## config.mk

```make
export PLATFORM = sky130hd
export DESIGN_NAME = btb_update_ctrl
export DESIGN_NICKNAME = d
export VERILOG_FILES = /design/src/rtl/btb_update_ctrl.sv
export SDC_FILE = /design/constraint.sdc
export NUM_CORES = 1
export LEC_CHECK = 0
export ABC_AREA = 1
export ABC_CLOCK_PERIOD_IN_PS = 4000
export BUFFER_PORTS_ARGS = -buffer_cell sky130_fd_sc_hd__clkbuf_2
export CORE_MARGIN = 10
export CORE_UTILIZATION = 35
export CTS_CLUSTER_DIAMETER = 40
export DETAILED_ROUTE_END_ITERATION = 7
export PLACE_DENSITY = 0.62
export SLEW_MARGIN = 20
export SYNTH_ARGS = -nofsm -noshare
export SYNTH_HDL_FRONTEND = slang
export SYNTH_SLANG_ARGS = --single-unit
```

## constraint.sdc

```tcl
create_clock -name clk -period 4 [get_ports clk]
set_clock_uncertainty 0.2 [all_clocks]
set_input_delay 0 -clock clk [delete_from_list [all_inputs] [get_ports clk]]
set_output_delay 0 -clock clk [all_outputs]
set_load 0.01 [all_outputs]
```

## src/rtl/btb_update_ctrl.sv

```systemverilog
// ---------------------------------------------------------------------------
// btb_update_ctrl
//
// Sequences every write into the branch target buffer. Branch resolutions
// from EX are queued in a small FIFO and applied one at a time as a
// read-modify-write (IDLE -> RD -> WR, three cycles per update) under a
// strong/valid hysteresis policy. A flush request runs a sweep that writes
// zero to every BTB entry, one entry per cycle.
//
// Handshake: EX offers a resolution with ex_br_vld and there is no ready.
// A resolution is accepted when the queue is not full, or when it is full
// but the head is popped in the same cycle. Otherwise it is dropped and
// drop_cnt counts it. Dropping is harmless because the BTB is only a hint.
//
// BTB read timing: btb_raddr is registered on the IDLE->RD edge, and the BTB
// must present btb_rdata for that address during the RD cycle. A write
// issued in WR has landed before the next RD, so no forwarding is needed.
//
// Entry format: {1'b0, TAG[24:18], S[17], V[16], TGT[15:0]}.
//
// Ports
//   clk          clock, all logic on posedge
//   rst_n        synchronous active-low reset
//   ex_br_vld    EX resolved a branch this cycle
//   ex_br_pc     PC of the resolved branch
//   ex_br_taken  branch resolved taken
//   ex_br_tgt    resolved target
//   flush_req    one-cycle pulse: invalidate the whole BTB
//   btb_raddr    BTB read index
//   btb_rdata    BTB read data for btb_raddr, valid in RD
//   btb_we       BTB write enable (only in WR or FLUSH)
//   btb_waddr    BTB write index
//   btb_wdata    BTB write data, bit 25 always 0
//   busy         FSM not IDLE or queue non-empty
//   fifo_full    resolution queue full
//   drop_cnt     saturating count of dropped resolutions
//   dbg_state    current FSM state (0 IDLE, 1 RD, 2 WR, 3 FLUSH)
// ---------------------------------------------------------------------------
module btb_update_ctrl #(
    parameter int IDX_W      = 9,
    parameter int TAG_W      = 7,
    parameter int PC_W       = 16,
    parameter int FIFO_DEPTH = 4
) (
    input  logic                    clk,
    input  logic                    rst_n,
    input  logic                    ex_br_vld,
    input  logic [PC_W-1:0]         ex_br_pc,
    input  logic                    ex_br_taken,
    input  logic [PC_W-1:0]         ex_br_tgt,
    input  logic                    flush_req,
    output logic [IDX_W-1:0]        btb_raddr,
    input  logic [TAG_W+PC_W+2:0]   btb_rdata,
    output logic                    btb_we,
    output logic [IDX_W-1:0]        btb_waddr,
    output logic [TAG_W+PC_W+2:0]   btb_wdata,
    output logic                    busy,
    output logic                    fifo_full,
    output logic [7:0]              drop_cnt,
    output logic [1:0]              dbg_state
);

    localparam int ENT_W = TAG_W + PC_W + 3;
    localparam int PTR_W = $clog2(FIFO_DEPTH);
    localparam logic [PTR_W:0] DEPTH_C = (PTR_W+1)'(FIFO_DEPTH);

    typedef enum logic [1:0] {
        S_IDLE  = 2'd0,
        S_RD    = 2'd1,
        S_WR    = 2'd2,
        S_FLUSH = 2'd3
    } state_t;

    state_t              r_state;
    logic                r_flush_pend;
    logic                r_we;
    logic [IDX_W-1:0]    r_raddr;
    logic [IDX_W-1:0]    r_waddr;
    logic [ENT_W-1:0]    r_wdata;
    logic [7:0]          r_drop;

    // Resolution being processed, captured at pop.
    logic [PC_W-1:0]     r_cur_pc;
    logic                r_cur_taken;
    logic [PC_W-1:0]     r_cur_tgt;

    // Resolution queue
    logic [PC_W-1:0]     r_fifo_pc    [FIFO_DEPTH];
    logic                r_fifo_taken [FIFO_DEPTH];
    logic [PC_W-1:0]     r_fifo_tgt   [FIFO_DEPTH];
    logic [PTR_W-1:0]    r_wptr;
    logic [PTR_W-1:0]    r_rptr;
    logic [PTR_W:0]      r_count;

    logic                w_full;
    logic                w_pop;
    logic                w_push;
    logic                w_drop;

    logic [TAG_W-1:0]    w_tag_in;
    logic [TAG_W-1:0]    w_old_tag;
    logic                w_old_s;
    logic                w_old_v;
    logic [PC_W-1:0]     w_old_tgt;
    logic                w_hit;
    logic                w_need_wr;
    logic [ENT_W-1:0]    w_new;
    logic                w_unused;

    // A pop only happens from IDLE with no flush pending, so the flush wins.
    assign w_full = (r_count == DEPTH_C);
    assign w_pop  = (r_state == S_IDLE) && !r_flush_pend && (r_count != '0);
    assign w_push = ex_br_vld && (!w_full || w_pop);
    assign w_drop = ex_br_vld && !w_push;

    always_ff @(posedge clk) begin
        if (!rst_n) begin
            r_wptr  <= '0;
            r_rptr  <= '0;
            r_count <= '0;
            r_drop  <= '0;
        end else begin
            if (w_push) begin
                r_fifo_pc[r_wptr]    <= ex_br_pc;
                r_fifo_taken[r_wptr] <= ex_br_taken;
                r_fifo_tgt[r_wptr]   <= ex_br_tgt;
                r_wptr               <= r_wptr + 1'b1;
            end
            if (w_pop) begin
                r_rptr <= r_rptr + 1'b1;
            end
            case ({w_push, w_pop})
                2'b10:   r_count <= r_count + 1'b1;
                2'b01:   r_count <= r_count - 1'b1;
                default: r_count <= r_count;
            endcase
            if (w_drop && (r_drop != 8'hFF)) begin
                r_drop <= r_drop + 1'b1;
            end
        end
    end

    // Entry fields returned by the BTB during RD.
    assign w_tag_in  = r_cur_pc[PC_W-1:IDX_W];
    assign w_old_tag = btb_rdata[ENT_W-2 -: TAG_W];
    assign w_old_s   = btb_rdata[PC_W+1];
    assign w_old_v   = btb_rdata[PC_W];
    assign w_old_tgt = btb_rdata[PC_W-1:0];
    assign w_hit     = w_old_v && (w_old_tag == w_tag_in);
    // Bit 25 of a read entry carries no information.
    assign w_unused  = btb_rdata[ENT_W-1];

    // Hysteresis policy: a strong entry owned by another branch is only
    // weakened on a miss, so it takes two misses to replace it.
    always_comb begin
        w_need_wr = 1'b0;
        w_new     = '0;
        if (r_cur_taken) begin
            w_need_wr = 1'b1;
            if (w_hit) begin
                w_new = {1'b0, w_tag_in, 1'b1, 1'b1, r_cur_tgt};
            end else if (w_old_v && w_old_s) begin
                w_new = {1'b0, w_old_tag, 1'b0, 1'b1, w_old_tgt};
            end else begin
                w_new = {1'b0, w_tag_in, 1'b0, 1'b1, r_cur_tgt};
            end
        end else if (w_hit) begin
            w_need_wr = 1'b1;
            if (w_old_s) begin
                w_new = {1'b0, w_old_tag, 1'b0, 1'b1, w_old_tgt};
            end else begin
                w_new = {1'b0, w_old_tag, 1'b0, 1'b0, w_old_tgt};
            end
        end
    end

    always_ff @(posedge clk) begin
        if (!rst_n) begin
            r_state      <= S_IDLE;
            r_flush_pend <= 1'b0;
            r_we         <= 1'b0;
            r_raddr      <= '0;
            r_waddr      <= '0;
            r_wdata      <= '0;
            r_cur_pc     <= '0;
            r_cur_taken  <= 1'b0;
            r_cur_tgt    <= '0;
        end else begin
            // A request arriving during a sweep is absorbed by that sweep.
            if (flush_req && (r_state != S_FLUSH)) begin
                r_flush_pend <= 1'b1;
            end
            case (r_state)
                S_IDLE: begin
                    r_we <= 1'b0;
                    if (r_flush_pend) begin
                        r_we    <= 1'b1;
                        r_waddr <= '0;
                        r_wdata <= '0;
                        r_state <= S_FLUSH;
                    end else if (r_count != '0) begin
                        r_raddr     <= r_fifo_pc[r_rptr][IDX_W-1:0];
                        r_cur_pc    <= r_fifo_pc[r_rptr];
                        r_cur_taken <= r_fifo_taken[r_rptr];
                        r_cur_tgt   <= r_fifo_tgt[r_rptr];
                        r_state     <= S_RD;
                    end
                end
                S_RD: begin
                    r_we    <= w_need_wr;
                    r_waddr <= r_cur_pc[IDX_W-1:0];
                    r_wdata <= w_new;
                    r_state <= S_WR;
                end
                S_WR: begin
                    r_we    <= 1'b0;
                    r_state <= S_IDLE;
                end
                S_FLUSH: begin
                    r_wdata <= '0;
                    if (&r_waddr) begin
                        r_we         <= 1'b0;
                        r_flush_pend <= 1'b0;
                        r_state      <= S_IDLE;
                    end else begin
                        r_waddr <= r_waddr + 1'b1;
                    end
                end
                default: begin
                    r_we    <= 1'b0;
                    r_state <= S_IDLE;
                end
            endcase
        end
    end

    assign btb_raddr = r_raddr;
    assign btb_we    = r_we;
    assign btb_waddr = r_waddr;
    assign btb_wdata = r_wdata;
    assign busy      = (r_state != S_IDLE) || (r_count != '0);
    assign fifo_full = w_full;
    assign drop_cnt  = r_drop;
    assign dbg_state = r_state;

endmodule

```

==> impl_metrics.toml <==
[critical_path]
worst-path-buf-inv = 1
cp-end-kind = "flip-flop"
cp_cell_sequence = "nand2_1, nand2_1, nand2_1, nor2_4, nand2_4, a21oi_4, nand3_1, dlygate4sd3_1, a21oi_1"
crit_type = "flip-flop to flip-flop"
crit_slowest_cell = "dlygate4sd3_1"
cp.depth = 9
cpLargestDelayFamily = "compound AO/OA/AOI/OAI gates"
crit_arrival_ps = 2830
critPathLaunchType = "flip-flop"
required_ps = 4270
crit_path_frequent_cell = "nand2_1"
reg2reg_depth = 9
path_max_fanout = 25
slowest_delay_ps = 600

[sta]
finalCriticalPeriod_ps = 2560
maxSlewHeadroom_pct = 36.5
setup_violations = 0
fin_crit_sh_pct = 64.0
grt_setup_unrepaired = "no"
finalHoldViolations = 0
tightest_slew_ps = 951
clock.fmax_mhz = 390
maxSlewViolCount = 0
tns_ps = 0

[drt]
drt_pass1_iterations = 4
antenna_left = 0
via_per_inst = 4.74
first_iter_violations = 417
wire_per_inst_um = 15.8
routed_wl_um = 23100
dr_total_vias = 6965
drc_errors = 0

[layout]
final_nets = 1178
stdcell_count = 1468
area_growth_pct = 27.0
layout-drive-gt1-share_pct = 18.9

[cts]
cts.sinks = 220
path_clk_slew_ps = 60
htree_levels = 1
cts.path.max_buffers = 3
clkLatencyLatePin_ps = 540
cts-root-buf = "clkbuf_16"
cts_buffers = 27
cts_tree = "done"

[synth]
yosysUniqueCellTypes = 38
avgSynthCellArea_um2 = 9.76
netlist_area_um2 = 9120
synthCells = 935
ys.warnings.count = 0
ys_seq_area_share_pct = 62.8
synth-seq-cells = 220
syn-num-nets = 1006

[grt]
grt_max_degree = 53
antenna_found_initial = 3
grt_pass1_wl_um = 37000
grt_pass1_vias = 6835
grt-ovfl-total = 0
track_usage_pct = 13.6

[floorplan]
coreArea_um2 = 25800
die_area_um2 = 32900
die_height_um = 181
start_util_pct = 35.3
die_w_um = 181
rows = 59
io-pin-count = 120

[placement]
portBuffers = 117
hpwl_um = 15000
dp.cells = 1344
gp_routability_congestion = 0.808

[run_status]
outcome = "finished clean"

[worst_hold_path]
worst_hold_path_type = "input port to flip-flop"
hold-path-cell-count = 2

[flow_run]
cap_violations = 0

[pwr]
peakVddDrop_mv = 0.329
power_leakage_nw = 4.53
powerDensity_nw_per_um2 = 595
flip-flops by register name, summed over array words and instances, names as in the netlist, 4 cells and up, named ones only:
| register | flops |
|---|---|
| r_fifo_pc | 64 |
| r_fifo_tgt | 64 |
| btb_wdata | 25 |
| r_cur_tgt | 16 |
| btb_waddr | 9 |
| btb_raddr | 8 |
| drop_cnt | 8 |
| r_cur_pc | 8 |
| r_fifo_taken | 4 |
final cells by class:
cell class,instances,area (um2)
Fill cell,2405,14200
Sequential cell,220,5730
Multi-Input combinational cell,566,2760
Timing Repair Buffer,202,1420
Clock buffer,31,701
Tap cell,335,419
Inverter,90,338
Clock inverter,19,213
Antenna cell,5,12.5
per-stage QoR:
step	setup slack [ps]	hold WS [ps]	util [%]	power [W]	area (um2)
after global placement	1510	18.7	38.6	0.00443	9970
after CTS	1430	4.49	44.8	0.00697	11600
after floorplan	916	-101	-	0.00399	9120
after global routing	1190	18.2	44.8	0.00730	11600
final	1440	19.4	44.9	0.00690	11600
after detailed placement	1470	20.9	38.6	0.00446	9970
cells in the mapped netlist, drive strengths merged:
library cell,n,area (um2)
nor2,162,631
edfxtp,132,3960
o21ai,120,604
nand2,113,464
dfxtp,88,1760
inv,88,330
nand3,60,310
a21oi,46,245
a31oi,33,206
buf,32,208
clkbuf,27,101
ha,7,87.6
nor3,5,40.0
nand4,4,25.0
a221oi,3,26.3
o211ai,3,22.5
clkinv,2,7.51
nand3b,2,15.0
xnor2,2,17.5
a211oi,1,7.51
a21boi,1,7.51
conb,1,3.75
fa,1,20.0
o21bai,1,7.51
xor2,1,8.76
placed cells by master (no fill, tap or decap), drive strengths merged, types with 2 or more instances in the layout:
master / count
a21oi: 46
nand2: 113
ha: 7
nor3: 5
edfxtp: 132
bufinv: 2
nor2: 162
clkbuf: 148
nand4: 4
diode: 5
a221oi: 3
o211ai: 3
a31oi: 33
xnor2: 2
nand3: 60
inv: 100
clkinv: 5
clkinvlp: 2
dlygate4sd3: 69
o21ai: 120
nand3b: 2
dfxtp: 88
buf: 16
worst reg2reg max path, delay by kind of cell, from the launching register on:
family	cells	cell delay, ps
compound gates	2	690
simple gates	6	600
buf+inv	1	600
flops	1	400
final timing paths:
path,startpoint,end,slack [ps]
max,r_cur_pc[12]$_SDFFE_PN0P_,btb_wdata[19]$_SDFFE_PN0P_,1440
min,ex_br_pc[3],r_fifo_pc[1][3]$_DFFE_PP_,20
max reg2reg,r_cur_pc[12]$_SDFFE_PN0P_,btb_wdata[19]$_SDFFE_PN0P_,1440
min reg2reg,btb_wdata[9]$_SDFFE_PN0P_,btb_wdata[9]$_SDFFE_PN0P_,260
power breakdown:
part | leakage, nW | switching (W) | internal [W]
Sequential | 1.92 | 0.000194 | 0.00268
Clock | 0.445 | 0.00100 | 0.00143
Combinational | 2.17 | 0.00108 | 0.000517
kinds of logic after synthesis:
family | Yosys count | synth area share [%]
adder cells (fa/ha/maj) | 8 | 1.18
AO/OA/AOI/OAI | 208 | 12.4
flip-flops | 220 | 62.8
AND/OR/NAND/NOR | 346 | 16.3
other | 1 | 0.0411
XOR/XNOR | 3 | 0.288
buffers and inverters | 149 | 7.09
per-layer routing:
| layer | track usage [%] | up-vias | part of all wire [%] |
|---|---|---|---|
| met5 | 0 | - | 0 |
| met4 | 4.13 | 0 | 2.2 |
| met3 | 2.58 | 43 | 5.5 |
| met2 | 22.3 | 157 | 46 |
| met1 | 17.8 | 3245 | 46 |
| li1 | - | 3520 | - |
what timing repair did:
action                    4_1_cts  5_1_grt
hold buffers                   69        0
setup buffers                   0        0
gates resized for setup         0        0
hold endpoints to repair      180        0
(Power assumes the default switching activity.)
